### config.mk
export PLATFORM = sky130hd
export DESIGN_NAME = dmem_word_arbiter
export DESIGN_NICKNAME = d
export VERILOG_FILES = /design/src/rtl/dmem_arb_pkg.sv /design/src/rtl/rr_arb2.sv /design/src/rtl/dmem_word_arbiter.sv
export SDC_FILE = /design/constraint.sdc
export NUM_CORES = 1
export LEC_CHECK = 0
export CORE_MARGIN = 10
export CORE_UTILIZATION = 45
export DETAILED_ROUTE_END_ITERATION = 10
export GPL_ROUTABILITY_DRIVEN = 0
export PLACE_DENSITY = 0.77
export SYNTH_ARGS = -nofsm -noshare
export SYNTH_HDL_FRONTEND = slang
export SYNTH_SLANG_ARGS = --single-unit
### constraint.sdc
create_clock -name clk -period 2.7 [get_ports clk]
set_clock_uncertainty 0.1 [all_clocks]
set_input_delay 0.405 -clock clk [delete_from_list [all_inputs] [get_ports clk]]
set_output_delay 0.405 -clock clk [all_outputs]
set_load 0.02 [all_outputs]
### src/rtl/dmem_arb_pkg.sv
// Shared definitions for the data-memory word arbiter: FSM encoding,
// word geometry and the big-endian byte selector.
package dmem_arb_pkg;

  localparam int BYTES_PER_WORD = 4;
  localparam int BEAT_W         = 2;

  typedef enum logic [1:0] {
    IDLE  = 2'd0,
    XFER  = 2'd1,
    RLAST = 2'd2,
    DONE  = 2'd3
  } state_t;

  // Big-endian byte select: beat 0 is bits 31:24, beat 3 is bits 7:0.
  function automatic logic [7:0] byte_of(input logic [31:0] word,
                                         input logic [BEAT_W-1:0] beat);
    return word[{~beat, 3'b000} +: 8];
  endfunction

endpackage

### src/rtl/rr_arb2.sv
// Two-way round-robin picker. Purely combinational; the pointer register
// lives in the parent so it only moves when a grant is actually taken.
module rr_arb2 (
  input  logic [1:0] req,
  input  logic       ptr,
  output logic       grant,
  output logic       valid
);

  // Contention goes to the pointer's port, otherwise to whoever asks.
  always_comb begin
    valid = |req;
    grant = (&req) ? ptr : req[1];
  end

endmodule

### src/rtl/dmem_word_arbiter.sv
// Shares the byte-wide data memory between the load/store port (0) and the
// loader/debug port (1), serialising each 32-bit word into four big-endian
// byte beats and reassembling read bytes into a registered word.
module dmem_word_arbiter
  import dmem_arb_pkg::*;
#(
  parameter int ADDR_W = 5
) (
  input  logic              clk,
  input  logic              rst_n,
  input  logic              req0,
  input  logic              we0,
  input  logic [ADDR_W-1:0] addr0,
  input  logic [31:0]       wdata0,
  output logic [31:0]       rdata0,
  output logic              ack0,
  input  logic              req1,
  input  logic              we1,
  input  logic [ADDR_W-1:0] addr1,
  input  logic [31:0]       wdata1,
  output logic [31:0]       rdata1,
  output logic              ack1,
  output logic              mem_en,
  output logic              mem_we,
  output logic [ADDR_W-1:0] mem_addr,
  output logic [7:0]        mem_wdata,
  input  logic [7:0]        mem_rdata,
  output logic              busy
);

  localparam logic [BEAT_W-1:0] LAST_BEAT = BEAT_W'(BYTES_PER_WORD - 1);

  state_t              state_q, state_d;
  logic [BEAT_W-1:0]   beat_q;
  logic                owner_q;
  logic                we_q;
  logic [ADDR_W-1:0]   addr_q;
  logic [31:0]         wdata_q;
  logic [23:0]         shift_q;
  logic                ptr_q;
  logic                arb_grant;
  logic                arb_valid;
  logic                take_grant;
  logic                capture;

  rr_arb2 u_arb (
    .req   ({req1, req0}),
    .ptr   (ptr_q),
    .grant (arb_grant),
    .valid (arb_valid)
  );

  assign take_grant = (state_q == IDLE) && arb_valid;
  // Read data lags its beat by one cycle, so capture runs from beat 1
  // through RLAST.
  assign capture    = ((state_q == XFER) && (beat_q != '0)) || (state_q == RLAST);

  // State register.
  // NOTE: every clocked assignment is non-blocking so all registers see the
  // pre-edge values of each other, independent of statement order.
  always_ff @(posedge clk or negedge rst_n) begin
    if (!rst_n) state_q <= IDLE;
    else        state_q <= state_d;
  end

  // Next-state logic: four beats, an extra capture cycle for reads, one
  // ack cycle, then back to IDLE.
  // NOTE: the default assignment first keeps this block free of latches on
  // any path that does not reassign state_d.
  always_comb begin
    state_d = state_q;
    case (state_q)
      IDLE:    if (arb_valid) state_d = XFER;
      XFER:    if (beat_q == LAST_BEAT) state_d = we_q ? DONE : RLAST;
      RLAST:   state_d = DONE;
      DONE:    state_d = IDLE;
      default: state_d = IDLE;
    endcase
  end

  // Grant latch, beat counter and round-robin pointer.
  always_ff @(posedge clk or negedge rst_n) begin
    if (!rst_n) begin
      owner_q <= 1'b0;
      we_q    <= 1'b0;
      addr_q  <= '0;
      wdata_q <= '0;
      beat_q  <= '0;
      ptr_q   <= 1'b0;
    end else if (take_grant) begin
      owner_q <= arb_grant;
      we_q    <= arb_grant ? we1    : we0;
      addr_q  <= arb_grant ? addr1  : addr0;
      wdata_q <= arb_grant ? wdata1 : wdata0;
      beat_q  <= '0;
      ptr_q   <= ~arb_grant;
    end else if (state_q == XFER) begin
      beat_q  <= beat_q + BEAT_W'(1);
    end
  end

  // Read assembly: shift in bytes 0..2, then publish the full word to the
  // owner's rdata on the way into DONE.
  always_ff @(posedge clk or negedge rst_n) begin
    if (!rst_n) begin
      shift_q <= '0;
      rdata0  <= '0;
      rdata1  <= '0;
    end else begin
      if (capture) shift_q <= {shift_q[15:0], mem_rdata};
      if (state_q == RLAST) begin
        if (owner_q) rdata1 <= {shift_q, mem_rdata};
        else         rdata0 <= {shift_q, mem_rdata};
      end
    end
  end

  // Memory strobes and acks decode straight from registered state, so an
  // asynchronous reset silences them immediately.
  always_comb begin
    mem_en    = (state_q == XFER);
    mem_we    = mem_en && we_q;
    mem_addr  = mem_en ? addr_q + ADDR_W'(beat_q) : '0;
    mem_wdata = mem_en ? byte_of(wdata_q, beat_q) : '0;
    busy      = (state_q != IDLE);
    ack0      = (state_q == DONE) && !owner_q;
    ack1      = (state_q == DONE) &&  owner_q;
  end

endmodule
Yosys cells after proc, flatten, opt, wreduce, memory -nomap -nowiden --
Cells that the tools add are included.
Word-level totals: input bits 88, output and inout port bits 82, bits in registers 132, logic and storage cells 50
Operators by class: equality and inequality tests 6, bitwise operators 3, reductions and logical operators 16, shift operators 1, mux-type cells 12, add/subtract/negate cells 2
Operators with widths (number):
- $mux W32 | 1
- $shiftx A32 B6 Y8 | 1
- $mux W5 | 2
- $mux W2 | 4
- $mux W8 | 1
- $pmux W2 S4 | 1
- $reduce_and A2 Y1 | 4
- $eq A2 B2 Y1 const B | 3
- $reduce_bool A2 Y1 | 3
- $add A5 B2 Y5 | 1
- $logic_and A1 B1 Y1 | 5
- $mux W1 | 3
- $add A2 B1 Y2 const B | 1
- $eq A2 B1 Y1 const B | 1
- $logic_not A2 Y1 | 1
- $ne A2 B1 Y1 const B | 1
- $ne A2 B2 Y1 const B | 1
- $not A1 Y1 | 2
- $not A2 Y2 | 1
- $reduce_or A2 Y1 | 1
- $logic_not A1 Y1 | 1
- $logic_or A1 B1 Y1 | 1

Depth between registers and ports, before layout --
Gate-level depths: netlist of the first run.
depth after elaboration 3, depth in mapped cells 7, depth with buffers taken out 5

By module --
A second synthesis of the first run with hierarchy kept.
Unflattened totals: cells, all modules 434, area total of the unflattened synthesis 5848.1 um2
By module, submodules not included:
- dmem_word_arbiter | times used 1, cells each 431, area an instance 5830.6 um2, seq. area each 3303.2 um2
- rr_arb2 | times used 1, cells each 3, area an instance 17.5 um2, seq. area each 0.0 um2

Worst setup path before layout of the first run --
No wires, ideal clock.
path kind reg2out, start reg beat_q[1], end out mem_addr[4], stages on the path, launching flop included 6, path buffers 1, setup slack 0.058 ns, data arrival time 2.137 ns, data required time 2.195 ns, path through dfrtp_1 clkbuf_1 inv_1 fa_1 or3_1 a21boi_0
Between the ends: longest elaborated chain between the ends 2
Ends and longest elaborated chain:
- start, declared | RTL line dmem_word_arbiter.sv:34 | logic [BEAT_W-1:0] beat_q;
- start signal, assigned | RTL line dmem_word_arbiter.sv:98 | beat_q <= beat_q + BEAT_W'(1);
- $add A5 B2 Y5 | RTL line dmem_word_arbiter.sv:123 | mem_addr = mem_en ? addr_q + ADDR_W'(beat_q) : '0;
- $mux W5 | RTL line dmem_word_arbiter.sv:123
- end, declared | RTL line dmem_word_arbiter.sv:25 | output logic [ADDR_W-1:0] mem_addr,
Every way passes these cells.

Worst setup path in the final report of the first run --
start reg beat_q[0], end out mem_wdata[4]
Between the ends: longest elaborated chain between the ends 3
Ends and longest elaborated chain:
- $not A2 Y2 | RTL line dmem_arb_pkg.sv:18 | return word[{~beat, 3'b000} +: 8];
- $shiftx A32 B6 Y8 | RTL line dmem_arb_pkg.sv:18
- $mux W8 | RTL line dmem_word_arbiter.sv:124 | mem_wdata = mem_en ? byte_of(wdata_q, beat_q) : '0;
- end, declared | RTL line dmem_word_arbiter.sv:26 | output logic [7:0] mem_wdata,
Every way passes these cells.

==> out/metrics.csv, run 1 <==
metric,value,unit
cellLeakagePower,3.66,nW
cts_tree,yes,
htree_levels,4,
die_h,133,um
ys.flop_type,dfrtp_1,
critPathMaxFanout,11,
firstDrtPassIters,4,
cts_buffers,17,
cts_max_path_buffers,2,
cp_slowest_cell,mux4_2,
finalInstanceArea,8260,um2
hpwl,11000,um
hold_viol_final,0,
wl,14900,um
tightest_slew,0.582,ns
p_clk_share,22.1,%
crit_required,2.19,ns
timing.hold.ws,0.397,ns
fin_ws,0.0961,ns
layout.nets,670,
synthesis.area,5730,um2
synth.most_common_cell,dfrtp_1,
synth_edf_count,0,
crit_family,buffers and inverters,
p_sw,3.80,mW
cp.buffers_inverters,3,
clk_pin_slew,0.06,ns
n_antenna_cell,0,
grtUsageTotal,17.2,%
yosysTopAreaCell,dfrtp_1,
ir_drop,545,uV
async_flop_share,100,%
drc_errors,0,
root_buffer,clkbuf_16,
relSlewSlack,61.1,%
internal_power,7.37,mW
synth-seq-cells,132,
clock.fmax,384,MHz
synth.avg_cell_area,14.4,um2
wl_met3,1570,um
ys_top_cells_by_area,"dfrtp_1 58%, mux2_2 16%, a221o_1 6.6%",
syn_to_final_growth,44.1,%
pin_count,170,
synthesis.nets,497,
n_fill_cell,904,
worst-setup-path-type,reg -> out,
hp-class,reg -> reg,
yosys_warnings,0,
placed_cell_area,7610,um2
ant_nets,0,
start_util,45.6,%
top_layer_used,met4,
regToRegSetupSlack,0.62,ns
wl_per_cell,19.6,um
worst_setup_path_start_kind,flop,
cp-end-kind,primary output,
cpPeakStageDelay,0.55,ns
drive_above_1_share,25.3,%
maxSlewViolCount,0,
syn_inst,399,
path_cells,buf_4 > buf_6 > mux4_2 > and2_1 > dlygate4sd2_1,
grt_pass1_wl,24600,um
combPwrFrac,44.7,%
antenna_found_initial,0,
seq_power_share,33.2,%
yosys.area.top_type_share,57.6,%
insertion_delay,0.41,ns
drtIter0Drc,246,
via_count,4063,
die_area,17700,um2
powerDensity,1350,nW/um2
via_per_inst,5.37,
setup_viol,0,
cp.arrival,2.10,ns
grt_pass1_vias,4658,
final.setup.tns,0,ns
ys_top_cells_by_count,"132 x dfrtp_1, 84 x mux2_2, 38 x a221o_1, 38 x and3_1, 14 x and2_1",
grt_overflow,0,
maxCapViolCount,0,
clock_sinks,132,
rsz0062_at_grt,no,
fp-row-count,41,
dieWidth,133,um
switching_share,34.0,%
wl_met1,6060,um
period_share,96.4,%
core,12600,um2
dp_worst_setup_slack,0.0301,ns
grt_max_degree,56,
port_buffers,169,
ys_seq_area_share,57.6,%
outcome,"complete, no violations",
wl_met2,7030,um
finalCriticalPeriod,2.60,ns
synth_cell_types,33,
-- layer usage --
metal	GRT usage (%)	vias to the layer above
met5	0	-
met4	5.20	0
met2	27.9	166
met3	8.67	20
li1	-	1834
met1	19.5	2043
-- cells by family after synthesis --
logic type,after synthesis,synth area share (%)
AOI/OAI and AO/OA,52,8.36
DFF,132,57.6
adders and majority gates,10,2.31
xor gates and xnor gates,2,0.306
muxes,97,20.6
buffers and inverters,39,3.73
and+or+nand+nor,67,7.07
-- worst reg2reg max path, stage by stage, from the launching register on --
cell,delay [ns]
dfrtp_1,0.45
inv_1,0.16
ha_1,0.27
nor2b_4,0.17
buf_4,0.38
mux2_2,0.42
-- power by group through the flow --
stage | registers, mW | clock network (mW) | logic [mW]
final | 3.71 | 2.47 | 4.99
after global routing | 3.84 | 2.60 | 5.36
after CTS | 3.72 | 2.50 | 5.06
after detailed placement | 3.73 | 0 | 5.07
after global placement | 3.67 | 0 | 4.92
after floorplan | 4.11 | 0 | 2.53
-- per-stage QoR --
step / std cells / util (%) / power, mW
finish: 757 / 65.7 / 11.2
global route: 757 / 65.7 / 11.8
CTS: 756 / 65.7 / 11.3
detailed placement: 723 / 60.5 / 8.80
global placement: 723 / 60.5 / 8.60
floorplan: 399 / - / 6.64
-- path summary, 6_finish.rpt --
kind                                         from                       to  cells past startpoint
hold / removal             rdata0[27]$_DFFE_PN0P_   rdata0[27]$_DFFE_PN0P_                      1
max in group asynchronous                   rst_n  wdata_q[22]$_DFFE_PN0P_                      3
setup reg to reg           state_q[0]$_DFFE_PN0P_   rdata0[12]$_DFFE_PN0P_                      5
setup / recovery            beat_q[0]$_DFFE_PN0P_             mem_wdata[4]                      5
min in group asynchronous                   rst_n   rdata0[28]$_DFFE_PN0P_                      2
hold reg to reg            rdata0[27]$_DFFE_PN0P_   rdata0[27]$_DFFE_PN0P_                      1
-- cell type report --
cell class / count / area [um2] / area share [%]
sequential: 132 / 3300 / 40.0
inverter: 10 / 37.5 / 0.454
multi-input combinational: 228 / 2250 / 27.2
tap: 172 / 215 / 2.60
clock buffer: 18 / 429 / 5.19
timing repair buffer: 183 / 1820 / 22.0
clock inverter: 14 / 210 / 2.54
-- registers in the layout, summed over array words and instances (netlist names) --
register	cells
rdata1	32
we_q	1
wdata_q	32
rdata0	32
shift_q	24
beat_q	2
addr_q	5
owner_q	1
state_q	2
ptr_q	1
-- what timing repair did --
action | 4_1_cts | 5_1_grt
hold endpoints to repair | 53 | 0
buffers inserted | 0 | 1
endpoints found under the setup margin | 15 | 4
hold buffers | 1 | 0
gates resized for setup | 21 | 6
-- placed cells by master (no fill, tap or decap), types with 2 or more instances in the layout --
cell type / n
a21boi_0: 2
a21oi_1: 2
a221o_1: 38
and2_1: 14
and3_1: 38
buf_12: 3
buf_4: 10
buf_6: 2
bufinv_16: 5
clkbuf_16: 17
clkbuf_2: 2
clkdlybuf4s50_1: 155
clkinv_2: 4
clkinv_4: 2
clkinvlp_4: 3
dfrtp_1: 132
dlygate4sd2_1: 9
ha_1: 8
inv_1: 10
mux2_1: 5
mux2_2: 84
mux4_2: 8
nand2_1: 4
nor2_1: 2
nor2b_1: 3
o21ai_0: 3
or3_1: 2
Power figures use the tool's default switching activity.
==> run 2, diff against run 1 <==
--- a/config.mk
+++ b/config.mk
@@ -5,11 +5,13 @@
 export SDC_FILE = /design/constraint.sdc
 export NUM_CORES = 1
 export LEC_CHECK = 0
+export CELL_PAD_IN_SITES_DETAIL_PLACEMENT = 1
+export CELL_PAD_IN_SITES_GLOBAL_PLACEMENT = 2
 export CORE_MARGIN = 10
-export CORE_UTILIZATION = 45
+export CORE_UTILIZATION = 32
 export DETAILED_ROUTE_END_ITERATION = 10
 export GPL_ROUTABILITY_DRIVEN = 0
-export PLACE_DENSITY = 0.77
+export PLACE_DENSITY_LB_ADDON = 0.1
 export SYNTH_ARGS = -nofsm -noshare
 export SYNTH_HDL_FRONTEND = slang
 export SYNTH_SLANG_ARGS = --single-unit
==> out/metrics.csv, run 2 (synthesized netlist as in run 1, its figures left out) <==
metric,value,unit,change
grtUsageTotal,13.6,%,-3.6 points
worst_setup_path_start_kind,flop,,
start_util,32.9,%,-13 points
finalCriticalPeriod,2.53,ns,-0.0780 ns
crit_required,2.19,ns,about the same
wl_per_cell,20.0,um,+1.8%
crit_family,adder cells,,
rr_startpoint,state_q[0]$_DFFE_PN0P_,,
maxSlewViolCount,0,,unchanged
layout.nets,670,,unchanged
drc_errors,0,,unchanged
r2r_cells,5,,unchanged
reg2reg_to,rdata0[9]$_DFFE_PN0P_,,
cts_max_path_buffers,2,,unchanged
timing.hold.ws,0.392,ns,-0.00518 ns
drive_above_1_share,25.0,%,-0.34 points
htree_levels,4,,unchanged
cp.arrival,2.02,ns,-0.08 ns
root_buffer,clkbuf_16,,
outcome,"complete, no violations",,
ir_drop,473,uV,-13%
largestRegisters,"rdata0 x32, rdata1 x32, wdata_q x32",,
worst-setup-path-type,reg -> out,,
rsz0062_at_grt,no,,
dieWidth,154,um,+16%
cts_tree,yes,,
fp-row-count,48,,+17%
placed_cell_area,7680,um2,+0.90%
finalInstanceArea,8340,um2,+0.94%
grt_pass1_wl,25900,um,+5.2%
clock.fmax,396,MHz,+3.1%
cp.buffers_inverters,2,,-1
grt_pass1_vias,4513,,-3.1%
hold_viol_final,0,,unchanged
grt_overflow,0,,unchanged
firstDrtPassIters,4,,unchanged
cellLeakagePower,3.70,nW,+1.0%
final_common_cell,clkdlybuf4s50_1,,
n_antenna_cell,0,,unchanged
final_cell_mix,"154 x clkdlybuf4s50_1, 132 x dfrtp_1, 84 x mux2_2, 38 x and3_1, 38 x a221o_1",,
die_area,23700,um2,+34%
setup_viol,0,,unchanged
core,17400,um2,+39%
ant_nets,0,,unchanged
tightest_slew,0.663,ns,+0.0816 ns
clk_pin_slew,0.06,ns,about the same
cts_buffers,17,,unchanged
clock_sinks,132,,unchanged
relSlewSlack,55.6,%,-5.5 points
drtIter0Drc,194,,-21%
pin_count,170,,unchanged
port_buffers,169,,unchanged
syn_to_final_growth,45.5,%,
path_cells,ha_1 > inv_1 > fa_2 > or3_1 > a21boi_1 > buf_4,,
via_count,4022,,-1.0%
cp_slowest_cell,dfrtp_1,,
powerDensity,1340,nW/um2,-0.81%
die_h,154,um,+16%
antenna_found_initial,2,,+2
utilization,47.9,%,-18 points
grt_max_degree,53,,-5.4%
critPathMaxFanout,2,,-9
regToRegSetupSlack,0.67,ns,+0.05 ns
cp-end-kind,primary output,,
n_fill_cell,1763,,+95%
maxCapViolCount,0,,unchanged
wl,16200,um,+8.9%
hpwl,11700,um,+6.9%
via_per_inst,4.97,,-7.5%
insertion_delay,0.41,ns,about the same
cpPeakStageDelay,0.37,ns,-0.18 ns
period_share,93.5,%,-2.9 points
hp-class,in -> async,,
run 2: worst max path at each step:
stage,from,endpoint,slack [ns],cells past startpoint
finish,beat_q[0]$_DFFE_PN0P_,mem_addr[4],0.17,6
global route,beat_q[0]$_DFFE_PN0P_,mem_addr[4],0.05,6
CTS,beat_q[0]$_DFFE_PN0P_,mem_wdata[4],-0.11,4
detailed placement,beat_q[0]$_DFFE_PN0P_,mem_addr[4],0.05,6
global placement,beat_q[0]$_DFFE_PN0P_,mem_addr[4],0.07,6
floorplan,beat_q[1]$_DFFE_PN0P_,mem_addr[4],0.06,5
run 2: stage by stage:
step           cells  setup TNS [ns]  power [mW]  setup slack [ns]
2_1_floorplan    399               0        6.64            0.0576
3_3_place_gp     777               0        8.68            0.0661
3_5_place_dp     777               0        8.84            0.0502
4_1_cts          810          -0.222        11.4            -0.106
5_1_grt          810               0        11.9            0.0489
6_report         810               0        11.2             0.174
run 2: power breakdown:
group / internal [mW] / total [mW] / switching [mW]
clock network: 1.69 / 2.53 / 0.845
registers: 3.01 / 3.70 / 0.691
logic: 2.70 / 4.95 / 2.25
total: 7.40 / 11.2 / 3.78
run 2: per-layer routing:
metal	part of all wire (%)	GRT usage, %
met5	0.080	0
met4	0.70	3.78
met3	9.6	7.17
met2	49	22.5
met1	40	15.0
run 2: final cells by class:
class | count | area [um2] | share of cell area, %
Sequential cell | 132 | 3300 | 39.6
Multi-Input combinational cell | 228 | 2240 | 26.9
Inverter | 10 | 37.5 | 0.450
Tap cell | 225 | 282 | 3.38
Timing Repair Buffer | 183 | 1820 | 21.8
Clock buffer | 20 | 457 | 5.48
Clock inverter | 12 | 201 | 2.42
run 2: what timing repair did:
action | CTS | global route
gates cloned | 0 | 0
buffers inserted | 0 | 0
setup endpoints to repair | 13 | 5
pin swaps | 0 | 1
hold buffers | 1 | 0
gates resized for setup | 16 | 8
hold endpoints to repair | 47 | 0
